--- src/rtl/kmeans_frame_sender.sv ---
// Host-side frame transmitter for the k-means accelerator: streams centroids plus points
// from a 1-cycle-latency buffer as one gap-free burst, then collects and forwards the 4 results.
module kmeans_frame_sender #(
  parameter int INIT_SIZE      = 4,
  parameter int DATA_SIZE      = 4096,
  parameter int ADDR_W         = 13,
  parameter int TIMEOUT_CYCLES = 16777215
) (
  input  logic              clk,
  input  logic              rst_n,
  input  logic              start,
  input  logic              abort,
  output logic              busy,
  output logic              done,
  output logic              timeout_err,
  output logic              rd_en,
  output logic [ADDR_W-1:0] rd_addr,
  input  logic [15:0]       rd_data,
  output logic              km_in_valid,
  output logic [15:0]       km_in_data,
  input  logic              km_out_valid,
  input  logic [15:0]       km_out_data,
  output logic              res_valid,
  input  logic              res_ready,
  output logic [15:0]       res_data,
  output logic [1:0]        res_idx
);

  localparam int TOTAL = INIT_SIZE + DATA_SIZE;
  localparam int TW    = $clog2(TIMEOUT_CYCLES + 1);
  localparam logic [ADDR_W-1:0] LAST_ADDR = ADDR_W'(TOTAL - 1);
  localparam logic [TW-1:0]     TO_LAST   = TW'(TIMEOUT_CYCLES - 1);

  typedef enum logic [2:0] {
    IDLE     = 3'd0,
    SEND     = 3'd1,
    FLUSH    = 3'd2,
    WAIT_RES = 3'd3,
    DRAIN    = 3'd4
  } state_t;

  state_t            state;
  logic [ADDR_W-1:0] send_cnt;
  logic              rd_pend;   // rd_data carries a valid word this cycle
  logic [1:0]        res_cnt;
  logic [TW-1:0]     tcnt;
  logic [3:0][15:0]  slot;

  // Handshake: a result word moves downstream on every clock edge where res_valid && res_ready;
  // res_data/res_idx are held stable while res_valid=1 and res_ready=0.
  always_ff @(posedge clk) begin
    if (!rst_n) begin
      state       <= IDLE;
      send_cnt    <= '0;
      rd_pend     <= 1'b0;
      res_cnt     <= '0;
      tcnt        <= '0;
      slot        <= '0;
      busy        <= 1'b0;
      done        <= 1'b0;
      timeout_err <= 1'b0;
      rd_en       <= 1'b0;
      rd_addr     <= '0;
      km_in_valid <= 1'b0;
      km_in_data  <= '0;
      res_valid   <= 1'b0;
      res_data    <= '0;
      res_idx     <= '0;
    end else if (abort) begin
      // Abort leaves timeout_err and the stored slots alone; everything else goes idle.
      state       <= IDLE;
      send_cnt    <= '0;
      rd_pend     <= 1'b0;
      res_cnt     <= '0;
      tcnt        <= '0;
      busy        <= 1'b0;
      done        <= 1'b0;
      rd_en       <= 1'b0;
      rd_addr     <= '0;
      km_in_valid <= 1'b0;
      km_in_data  <= '0;
      res_valid   <= 1'b0;
      res_data    <= '0;
      res_idx     <= '0;
    end else begin
      done        <= 1'b0;
      // Read pipeline: strobe -> buffer latency -> output register, independent of state.
      rd_pend     <= rd_en;
      km_in_valid <= rd_pend;
      km_in_data  <= rd_pend ? rd_data : 16'h0000;

      case (state)
        IDLE: begin
          // The cycle done is high still belongs to the previous frame.
          if (start && !done) begin
            state       <= SEND;
            busy        <= 1'b1;
            timeout_err <= 1'b0;
            rd_en       <= 1'b1;
            rd_addr     <= '0;
            send_cnt    <= '0;
          end
        end

        SEND: begin
          if (send_cnt == LAST_ADDR) begin
            rd_en    <= 1'b0;
            rd_addr  <= '0;
            send_cnt <= '0;
            state    <= FLUSH;
          end else begin
            send_cnt <= send_cnt + 1'b1;
            rd_addr  <= send_cnt + 1'b1;
          end
        end

        FLUSH: begin
          if (!rd_pend) begin
            state   <= WAIT_RES;
            tcnt    <= '0;
            res_cnt <= '0;
          end
        end

        WAIT_RES: begin
          // Timeout takes priority over a result word arriving in the same cycle.
          if (tcnt == TO_LAST) begin
            timeout_err <= 1'b1;
            busy        <= 1'b0;
            tcnt        <= '0;
            res_cnt     <= '0;
            state       <= IDLE;
          end else begin
            tcnt <= tcnt + 1'b1;
            if (km_out_valid) begin
              slot[res_cnt] <= km_out_data;
              res_cnt       <= res_cnt + 2'd1;
              if (res_cnt == 2'd3) begin
                state     <= DRAIN;
                tcnt      <= '0;
                res_valid <= 1'b1;
                res_idx   <= 2'd0;
                res_data  <= slot[0];
              end
            end
          end
        end

        DRAIN: begin
          if (res_ready) begin
            if (res_idx == 2'd3) begin
              res_valid <= 1'b0;
              res_idx   <= 2'd0;
              res_data  <= '0;
              done      <= 1'b1;
              busy      <= 1'b0;
              state     <= IDLE;
            end else begin
              res_idx  <= res_idx + 2'd1;
              res_data <= slot[res_idx + 2'd1];
            end
          end
        end

        default: state <= IDLE;
      endcase
    end
  end

endmodule

--- config.mk ---
export PLATFORM = sky130hd
export DESIGN_NAME = kmeans_frame_sender
export DESIGN_NICKNAME = d
export VERILOG_FILES = /design/src/rtl/kmeans_frame_sender.sv
export SDC_FILE = /design/constraint.sdc
export NUM_CORES = 1
export LEC_CHECK = 0
export CORE_MARGIN = 2
export CORE_UTILIZATION = 30
export CTS_CLUSTER_DIAMETER = 50
export DETAILED_ROUTE_END_ITERATION = 10
export GPL_ROUTABILITY_DRIVEN = 0
export GPL_TIMING_DRIVEN = 0
export PLACE_DENSITY = 0.53
export SLEW_MARGIN = 0
export SYNTH_ARGS = -nofsm -noshare
export SYNTH_HDL_FRONTEND = slang
export SYNTH_SLANG_ARGS = --single-unit
--- constraint.sdc ---
create_clock -name clk -period 1.8 [get_ports clk]
set_input_delay 0.27 -clock clk [delete_from_list [all_inputs] [get_ports clk]]
set_output_delay 0.27 -clock clk [all_outputs]
set_load 0.02 [all_outputs]
==> flow_summary.yaml, run 1 <==
timing:
  period_share_pct: 109.9
  max_freq_mhz: 505.4
  clock_skew_ns: 0.01215
  finalMaxSlewViolations: 0
  period_needed_ns: 1.979
  rsz0062_at_grt: "true"
  finalSetupViolCount: 80
  max_slew_margin_pct: 51.11
  hold_slack_ns: 0.4170
  tightest_slew_ns: 0.7333
  setup-tns-final_ns: -5.319
  final.setup.worst_slack_ns: -0.1787
  hold_viol_final: 0
clock_network:
  cts.htree.levels: 4
  clk_latency_ns: 0.43
  cts_buffer_depth: 2
  cts_tree: "built"
  path_clk_slew_ns: 0.07
  cts_made_buffers: 17
  cts-root-buf: "clkbuf_16"
  cts_num_sinks: 147
routing:
  antenna_left: 0
  vias: 6182
  avgRoutedWirePerCell_um: 18.86
  drc: 0
  dr.pass1.iters: 7
  finalWirelength_um: 21780
  drt_iter0_drc: 391
  via_per_inst: 5.352
final_layout:
  multi_input_area_um2: 3905
  n_fill_cell: 2080
  ff_latch_area_um2: 2978
  diodes: 0
  fin_nets: 908
  syn_to_final_growth_pct: 46.44
  drive_above_1_share_pct: 30.40
die:
  die_area_um2: 23350
  rows: 54
  initial_core_util_pct: 30.54
  pin_count: 91
  coreArea_um2: 21760
  die_h_um: 152.8
  die_w_um: 152.8
critical_path:
  required_ns: 2.16
  path_class: "flop to flop"
  cp.arrival_ns: 2.34
  cp-end-kind: "flop"
  rrSetupSlack_ns: -0.18
  path_max_fanout: 5
  cp-start-kind: "flop"
place:
  portBuffers: 90
  hpwlAfterDp_um: 14080
grt:
  gr-total-overflow: 0
  grt_usage_pct: 18.19
  grt_pass1_wl_um: 33930
  grt_pass1_vias: 5993
  grt_max_degree: 17
  antenna_found_initial: 0
synth:
  avgSynthCellArea_um2: 9.177
  synth_seq_cells: 147
  synth_nets: 770
  synth_warnings: 0
  mappedNetlistArea_um2: 6644
  synth.yosys.seq_area_share_pct: 44.29
  synth_cell_types: 55
  syn_inst: 724
job:
  drv_cap: 0
power:
  vdd_drop_max_v: 0.0006732
  leakage_uw: 0.003339
  power.density_nw_per_um2: 765.2
min_path:
  hp-class: "input port to flop"
status:
  status: "finished with violations"
  violations: "setup timing"
==> state kept, by name, indices dropped and copies added, names as in the netlist <==
signal	cells
res_valid	1
rd_en	1
tcnt	24
km_in_valid	1
send_cnt	13
slot	64
done	1
busy	1
km_in_data	16
rd_pend	1
state	3
timeout_err	1
res_cnt	2
res_data	16
res_idx	2
==> per-layer routing <==
| metal | share of wire (%) | track usage, % | wire length (um) |
|---|---|---|---|
| met3 | 4.6 | 3.204 | 997 |
| met4 | 1.7 | 5.688 | 361 |
| met5 | 0 | 0 | 0 |
| met2 | 47 | 29.04 | 10310 |
| met1 | 46 | 25.11 | 10120 |
==> critical path, cell delays in order (launching register included) <==
cell,delay (ns)
dfxtp_2,0.34
inv_2,0.05
ha_4,0.15
nand2_4,0.07
nor4b_4,0.06
buf_4,0.14
a2111oi_4,0.40
buf_6,0.20
buf_12,0.12
buf_8,0.12
nand3_2,0.09
a21oi_2,0.17
==> through the flow <==
stage	utilization, %	cells	instance area [um2]	total power [uW]	worst slack (ns)
2_1_floorplan	-	724	6678	3443	-0.01001
3_3_place_gp	36.44	1094	7929	3615	-1.105
3_5_place_dp	36.44	1094	7929	3614	-1.094
4_1_cts	42.27	1149	9196	7478	-0.1783
5_1_grt	44.72	1155	9729	7667	-0.2763
6_report	44.72	1155	9729	7445	-0.1787
==> final cells by class <==
type	count	area share, %
buffer	56	4.887
clock buffer	17	4.372
timing repair buffer	125	13.82
clock inverter	15	2.148
tap	280	3.601
multi-input combinational	504	40.14
inverter	11	0.4244
sequential	147	30.61
==> worst paths after layout <==
kind                               from                        to  cells after the start
hold reg to reg   slot[53]$_SDFFE_PN0P_     slot[53]$_SDFFE_PN0P_                      2
hold / removal               rd_data[5]  km_in_data[5]$_SDFF_PP0_                      2
setup reg to reg   tcnt[0]$_SDFFE_PP0P_     slot[14]$_SDFFE_PN0P_                     11
setup / recovery   tcnt[0]$_SDFFE_PP0P_     slot[14]$_SDFFE_PN0P_                     11
==> where the power goes <==
part	internal [uW]	total (uW)	switching [uW]
sequential	3250	3260	6.57
clock	2250	3870	1620
combinational	132	315	183
total	5630	7440	1810
==> placed cells by master (no fill, tap or decap), types with 15 or more instances in the layout <==
cell type	netlist	final
nand3b_1	19	19
nand2_1	22	19
a211oi_2	10	15
a21oi_1	79	60
dfxtp_2	0	22
buf_6	6	18
mux4_2	16	16
nand3_2	0	16
a21oi_2	1	19
clkbuf_1	33	17
clkbuf_16	0	20
and3_1	24	22
nand3_1	63	46
clkdlybuf4s50_1	0	80
buf_4	3	22
o21ai_1	20	26
o21ai_0	53	33
nor2_1	37	37
dfxtp_1	147	123
==> cell usage after synthesis, drive strengths merged <==
| library cell | n | share of area [%] |
|---|---|---|
| dfxtp | 147 | 44 |
| a21oi | 80 | 6.1 |
| o21ai | 73 | 5.5 |
| nand3 | 63 | 4.7 |
| nor2 | 39 | 2.4 |
| clkbuf | 33 | 1.9 |
| buf | 29 | 2.9 |
| nor3 | 26 | 2.0 |
| and3 | 24 | 2.3 |
| nand2 | 23 | 1.3 |
| nand3b | 19 | 2.1 |
| a211oi | 18 | 2.8 |
| a22oi | 17 | 1.9 |
| mux4 | 16 | 5.4 |
| xnor2 | 13 | 1.7 |
| inv | 11 | 0.62 |
| xor2 | 10 | 1.3 |
| nand4 | 9 | 0.94 |
| nor4 | 9 | 0.85 |
| ha | 8 | 1.5 |
| a311oi | 7 | 0.92 |
| and2 | 6 | 0.57 |
| and4 | 5 | 0.66 |
| nand2b | 5 | 0.47 |
| a31oi | 3 | 0.38 |
| a41oi | 3 | 0.40 |
| nor4b | 3 | 0.62 |
| o211a | 3 | 0.45 |
| or3b | 3 | 0.40 |
| nor2b | 2 | 0.19 |
| nor3b | 2 | 0.23 |
| o31ai | 2 | 0.23 |
| or3 | 2 | 0.19 |
| a2111o | 1 | 0.17 |
| a2111oi | 1 | 0.41 |
| a21bo | 1 | 0.15 |
| a21boi | 1 | 0.17 |
| o211ai | 1 | 0.11 |
| o21a | 1 | 0.11 |
| o221a | 1 | 0.17 |
| o22ai | 1 | 0.094 |
| o311a | 1 | 0.15 |
| or2 | 1 | 0.094 |
| or4 | 1 | 0.11 |
==> timing repair <==
item / CTS / global route
endpoints found under the setup margin: 130 / 137
pin swaps: 27 / 36
hold buffers: 0 / 0
gates cloned: 4 / 2
setup buffers: 22 / 7
resized for setup: 129 / 135
==> kinds of logic after synthesis <==
group / Yosys count / synth area share, %
AOI/OAI and AO/OA: 215 / 20.21
muxes: 16 / 5.424
adders and majority gates: 8 / 1.507
buffers and inverters: 73 / 5.348
and+or+nand+nor: 242 / 20.19
DFF: 147 / 44.29
xor gates and xnor gates: 23 / 3.032
Note: power is estimated with default switching activity, not from simulation.
==> inputs of run 2 (changes only) <==
--- a/config.mk
+++ b/config.mk
@@ -6,12 +6,12 @@
 export NUM_CORES = 1
 export LEC_CHECK = 0
 export CORE_MARGIN = 2
-export CORE_UTILIZATION = 30
+export CORE_UTILIZATION = 29
 export CTS_CLUSTER_DIAMETER = 50
 export DETAILED_ROUTE_END_ITERATION = 10
 export GPL_ROUTABILITY_DRIVEN = 0
 export GPL_TIMING_DRIVEN = 0
-export PLACE_DENSITY = 0.53
+export PLACE_DENSITY = 0.51
 export SLEW_MARGIN = 0
 export SYNTH_ARGS = -nofsm -noshare
 export SYNTH_HDL_FRONTEND = slang
==> flow_summary.yaml, run 2 (synthesis gave the netlist of run 1 again) <==
critical_path:
  required_ns: 2.10
  slowest_delay_ns: 0.49
  cp.arrival_ns: 2.24
  crit_family: "compound AO/OA/AOI/OAI gates"
  ff2ff_path_depth: 7
  crit_slowest_cell: "a2111o_1"
  cp-end-kind: "flop"
  cp-start-kind: "flop"
  crit_chain: "and4_4 > and4_4 > a2111o_1 > buf_6 > buf_8 > o21ai_4 > a21oi_2"
  critPathBufInv: 2
  path_max_fanout: 5
  crit-reg2reg-capture: "slot[32]$_SDFFE_PN0P_"
  path_class: "flop to flop"
  crit_path_frequent_cell: "and4_4"
  rrSetupSlack_ns: -0.14
  r2r-start: "tcnt[9]$_SDFFE_PP0P_"
final_layout:
  mostFrequentLayoutCells: "117 x dfxtp_1, 80 x clkdlybuf4s50_1, 54 x a21oi_1"
  fin_nets: 937
  largest_reg_flops: 64
  largest_register: "slot"
  layout_commonest_cell: "dfxtp_1"
  ff_latch_area_um2: 2998
  diodes: 0
  drive_above_1_share_pct: 39.42
  final_cells: 1188
  multi_input_area_um2: 4182
  largestRegisters: "slot (64), tcnt (24)"
  syn_to_final_growth_pct: 54.92
  n_fill_cell: 2147
grt:
  grt_usage_pct: 17.73
  gr-total-overflow: 0
  antenna_found_initial: 0
  grt_max_degree: 17
  grt_pass1_vias: 6094
  grt_pass1_wl_um: 33640
routing:
  antenna_left: 0
  via_per_inst: 5.306
  dr.pass1.iters: 5
  drc: 0
  avgRoutedWirePerCell_um: 18.87
  drt_iter0_drc: 395
  vias: 6303
  finalWirelength_um: 22420
clock_network:
  clk_latency_ns: 0.43
  cts_made_buffers: 17
  cts-root-buf: "clkbuf_16"
  cts.htree.levels: 4
  postCtsHoldBufs: 0
  path_clk_slew_ns: 0.06
  cts_buffer_depth: 2
  cts_num_sinks: 147
  cts_tree: "built"
job:
  drv_cap: 0
die:
  pin_count: 91
  initial_core_util_pct: 29.43
  die_w_um: 155.4
  rows: 55
  die_h_um: 155.4
  coreArea_um2: 22570
  die_area_um2: 24140
min_path:
  holdPathStages: 2
  hold_start: "rd_data[8]"
  hold_end: "km_in_data[8]$_SDFF_PP0_"
  hp-class: "input port to flop"
timing:
  clock_skew_ns: 0.01163
  tightest_slew_ns: 0.7964
  max_freq_mhz: 514.4
  hold_viol_final: 0
  period_share_pct: 108.0
  final.setup.worst_slack_ns: -0.1440
  finalMaxSlewViolations: 0
  period_needed_ns: 1.944
  max_slew_margin_pct: 46.91
  finalSetupViolCount: 101
  rsz0062_at_grt: "true"
status:
  status: "finished with violations"
  violations: "setup timing"
power:
  power.density_nw_per_um2: 697.2
  leakage_uw: 0.003498
  power_uw: 7176
  vdd_drop_max_v: 0.0005868
place:
  hpwlAfterDp_um: 14260
  post-place-ws_ns: -0.9763
  place_inst: 1099
  portBuffers: 90
==> run 2: timing repair <==
item,CTS,global route
pin swaps,26,85
resized for setup,131,235
buffers inserted,23,31
endpoints found under the setup margin,129,128
gates cloned,4,8
==> run 2: how the worst max path moves through the flow <==
stage                          startpoint                  endpoint  slack (ns)  cells after the start
floorplan            tcnt[8]$_SDFFE_PP0P_     slot[35]$_SDFFE_PN0P_       -0.01                      9
CTS                 tcnt[17]$_SDFFE_PP0P_     slot[32]$_SDFFE_PN0P_       -0.19                      8
finish               tcnt[9]$_SDFFE_PP0P_     slot[32]$_SDFFE_PN0P_       -0.14                      7
global route         tcnt[9]$_SDFFE_PP0P_     slot[32]$_SDFFE_PN0P_       -0.21                      7
global placement                    abort  res_data[5]$_SDFFE_PP0P_       -1.01                      6
detailed placement                  abort  res_data[5]$_SDFFE_PP0P_       -0.98                      6
==> run 2: final cells by class <==
type                            instances  share of cell area [%]
Timing Repair Buffer                  154                   15.77
Multi-Input combinational cell        505                   40.63
Tap cell                              285                   3.465
Buffer                                 55                   4.887
Clock buffer                           19                   4.401
Clock inverter                         12                   1.289
Sequential cell                       147                   29.13
Inverter                               11                  0.4376
==> run 2: stage by stage <==
stage                     area [um2]  utilization, %  hold slack [ns]  TNS, ns
after floorplan                 6678               -           0.4177  -0.1401
after global placement          7935           35.16           0.4586   -70.90
after detailed placement        7935           35.16           0.4648   -68.97
after CTS                       9054           40.11           0.4225   -11.84
after global routing           10290           45.60           0.4227   -14.74
final                          10290           45.60           0.4339   -6.497
==> run 2: worst register-to-register path, delay by kind of cell, from the launching register on <==
kind / cells / cell delay [ns]
AOI/OAI and AO/OA: 3 / 0.72
buffers and inverters: 2 / 0.34
DFF: 1 / 0.36
and+or+nand+nor: 2 / 0.40
==> run 2: power by group <==
| part | internal [uW] | leakage, uW | switching, uW |
|---|---|---|---|
| Combinational | 152 | 0.00201 | 199 |
| Sequential | 3250 | 0.00120 | 6.55 |
| Clock | 2110 | 0.000281 | 1460 |
| Total | 5510 | 0.00350 | 1670 |
==> run 2: per-layer routing <==
layer	GRT usage, %	wire length (um)	vias to the layer above
li1	-	-	3020
met1	24.59	10170	3049
met2	28.04	10750	206
met3	3.398	1196	28
met4	5.199	311	0
met5	0	0	-
==> inputs of run 3 (changes only) <==
--- a/config.mk
+++ b/config.mk
@@ -5,14 +5,14 @@
 export SDC_FILE = /design/constraint.sdc
 export NUM_CORES = 1
 export LEC_CHECK = 0
-export CORE_MARGIN = 2
 export CORE_UTILIZATION = 29
 export CTS_CLUSTER_DIAMETER = 50
 export DETAILED_ROUTE_END_ITERATION = 10
 export GPL_ROUTABILITY_DRIVEN = 0
 export GPL_TIMING_DRIVEN = 0
 export PLACE_DENSITY = 0.51
-export SLEW_MARGIN = 0
+export SETUP_SLACK_MARGIN = 0.05
+export SLEW_MARGIN = 40
 export SYNTH_ARGS = -nofsm -noshare
 export SYNTH_HDL_FRONTEND = slang
 export SYNTH_SLANG_ARGS = --single-unit
==> flow_summary.yaml, run 3 (synthesis gave the netlist of run 1 again) <==
grt:
  grt_usage_pct: 18.75
  gr-total-overflow: 0
  grt_pass1_vias: 6075
  antenna_found_initial: 0
  grt_max_degree: 17
  grt_pass1_wl_um: 34260
place:
  hpwlAfterDp_um: 14010
  place_area_um2: 7983
  place_inst: 1099
  portBuffers: 90
die:
  pin_count: 91
  rows: 55
  initial_core_util_pct: 29.43
  die_w_um: 153.4
  coreArea_um2: 22570
  die_area_um2: 23520
  die_h_um: 153.4
clock_network:
  cts_num_sinks: 147
  path_clk_slew_ns: 0.07
  postCtsHoldBufs: 0
  cts.htree.levels: 4
  clk_latency_ns: 0.43
  cts_tree: "built"
  cts_buffer_depth: 2
  cts-root-buf: "clkbuf_16"
  cts_made_buffers: 17
timing:
  max_freq_mhz: 505.4
  final.setup.worst_slack_ns: -0.1786
  finalMaxSlewViolations: 0
  max_slew_margin_pct: 41.78
  clock_skew_ns: 0.01316
  finalSetupViolCount: 106
  period_share_pct: 109.9
  rsz0062_at_grt: "true"
  period_needed_ns: 1.979
  hold_slack_ns: 0.4207
  tightest_slew_ns: 0.8733
  hold_viol_final: 0
critical_path:
  r2r-start: "tcnt[12]$_SDFFE_PP0P_"
  required_ns: 2.16
  cp.arrival_ns: 2.34
  ff2ff_path_depth: 9
  slowest_delay_ns: 0.38
  crit_slowest_cell: "a2111oi_4"
  rrSetupSlack_ns: -0.18
  cp-start-kind: "flop"
  crit-reg2reg-capture: "slot[39]$_SDFFE_PN0P_"
  crit_path_frequent_cell: "buf_6"
  path_max_fanout: 6
  path_class: "flop to flop"
  cp-end-kind: "flop"
  crit_chain: "and4_4 > and4_1 > buf_6 > a2111oi_4 > buf_6 > buf_12 > clkbuf_16 > nand3_2 > a21oi_2"
final_layout:
  largest_reg_flops: 64
  fin_util_pct: 44.77
  multi_input_area_um2: 4091
  ff_latch_area_um2: 2982
  largest_register: "slot"
  n_fill_cell: 2161
  final_cells: 1182
  drive_above_1_share_pct: 35.90
  design_area_um2: 10110
  largestRegisters: "slot (64), tcnt (24)"
  syn_to_final_growth_pct: 52.11
  fin_nets: 930
  mostFrequentLayoutCells: "122 x dfxtp_1, 73 x clkdlybuf4s50_1, 53 x a21oi_1"
  layout_commonest_cell: "dfxtp_1"
  diodes: 0
power:
  p_int_uw: 5346
  power_uw: 7135
  leakage_uw: 0.003534
  power.density_nw_per_um2: 706.0
  sw_frac_of_total_pct: 25.07
  power.switching_uw: 1789
  combPwrFrac_pct: 4.9
  vdd_drop_max_v: 0.0005710
  pwr-share-clk_pct: 49.4
  p_seq_share_pct: 45.7
routing:
  drc: 0
  finalWirelength_um: 22340
  vias: 6272
  via_per_inst: 5.306
  drt_iter0_drc: 377
  antenna_left: 0
  dr.pass1.iters: 5
  avgRoutedWirePerCell_um: 18.90
min_path:
  hold_start: "rd_data[3]"
  holdPathStages: 2
  hold_end: "km_in_data[3]$_SDFF_PP0_"
  hp-class: "input port to flop"
status:
  violations: "setup timing"
  status: "finished with violations"
job:
  drv_cap: 0
run 3: final cells by class:
class / instances / share of cell area [%]
plain buffers: 58 / 5.138
clock buffers: 17 / 4.210
clock inverters: 15 / 1.473
inverters: 11 / 0.4086
multi-input cells: 504 / 40.49
flip-flops and latches: 147 / 29.50
well taps: 285 / 3.529
repair buffers: 145 / 15.25
run 3: power groups by stage:
stage                     Clock (uW)  Combinational [uW]  Sequential [uW]
after floorplan                    0                 105             3340
after global placement             0                 279             3340
after detailed placement           0                 276             3340
after CTS                       3600                 305             3260
after global routing            3750                 370             3260
final                           3530                 348             3260
run 3: worst max path at each step:
| stage | from | end | cells after the start | slack, ns |
|---|---|---|---|---|
| finish | tcnt[12]$_SDFFE_PP0P_ | slot[39]$_SDFFE_PN0P_ | 9 | -0.18 |
| global route | tcnt[17]$_SDFFE_PP0P_ | slot[15]$_SDFFE_PN0P_ | 8 | -0.29 |
| CTS | tcnt[17]$_SDFFE_PP0P_ | slot[33]$_SDFFE_PN0P_ | 8 | -0.19 |
| detailed placement | abort | busy$_SDFFE_PP0P_ | 6 | -0.99 |
| global placement | abort | res_data[5]$_SDFFE_PP0P_ | 6 | -1.03 |
| floorplan | tcnt[8]$_SDFFE_PP0P_ | slot[35]$_SDFFE_PN0P_ | 9 | -0.01 |
run 3: metal layers:
layer	vias up	global-route usage (%)	wire, um
li1	3002	-	-
met1	3032	24.93	10160
met2	207	30.14	10520
met3	31	4.196	1287
met4	0	5.857	377
met5	-	0	0
run 3: critical path, delay by kind of cell (launching register included):
kind                   cells  cell delay, ns
AOI/OAI and AO/OA          2            0.54
and+or+nand+nor            3            0.46
DFF                        1            0.33
buffers and inverters      4            0.57
run 3: repair_timing:
| action | CTS | global route |
|---|---|---|
| endpoints found under the hold margin | 0 | 0 |
| cloned | 7 | 5 |
| buffers inserted | 34 | 14 |
| setup endpoints to repair | 143 | 139 |
| resized for setup | 168 | 156 |
| pin swaps | 57 | 59 |
run 3: metrics by stage:
step | setup TNS, ns | worst slack [ns]
3_5_place_dp | -71.00 | -0.9907
6_report | -8.356 | -0.1786
5_1_grt | -16.62 | -0.2864
3_3_place_gp | -73.22 | -1.033
4_1_cts | -8.161 | -0.1911
2_1_floorplan | -0.1975 | -0.01001
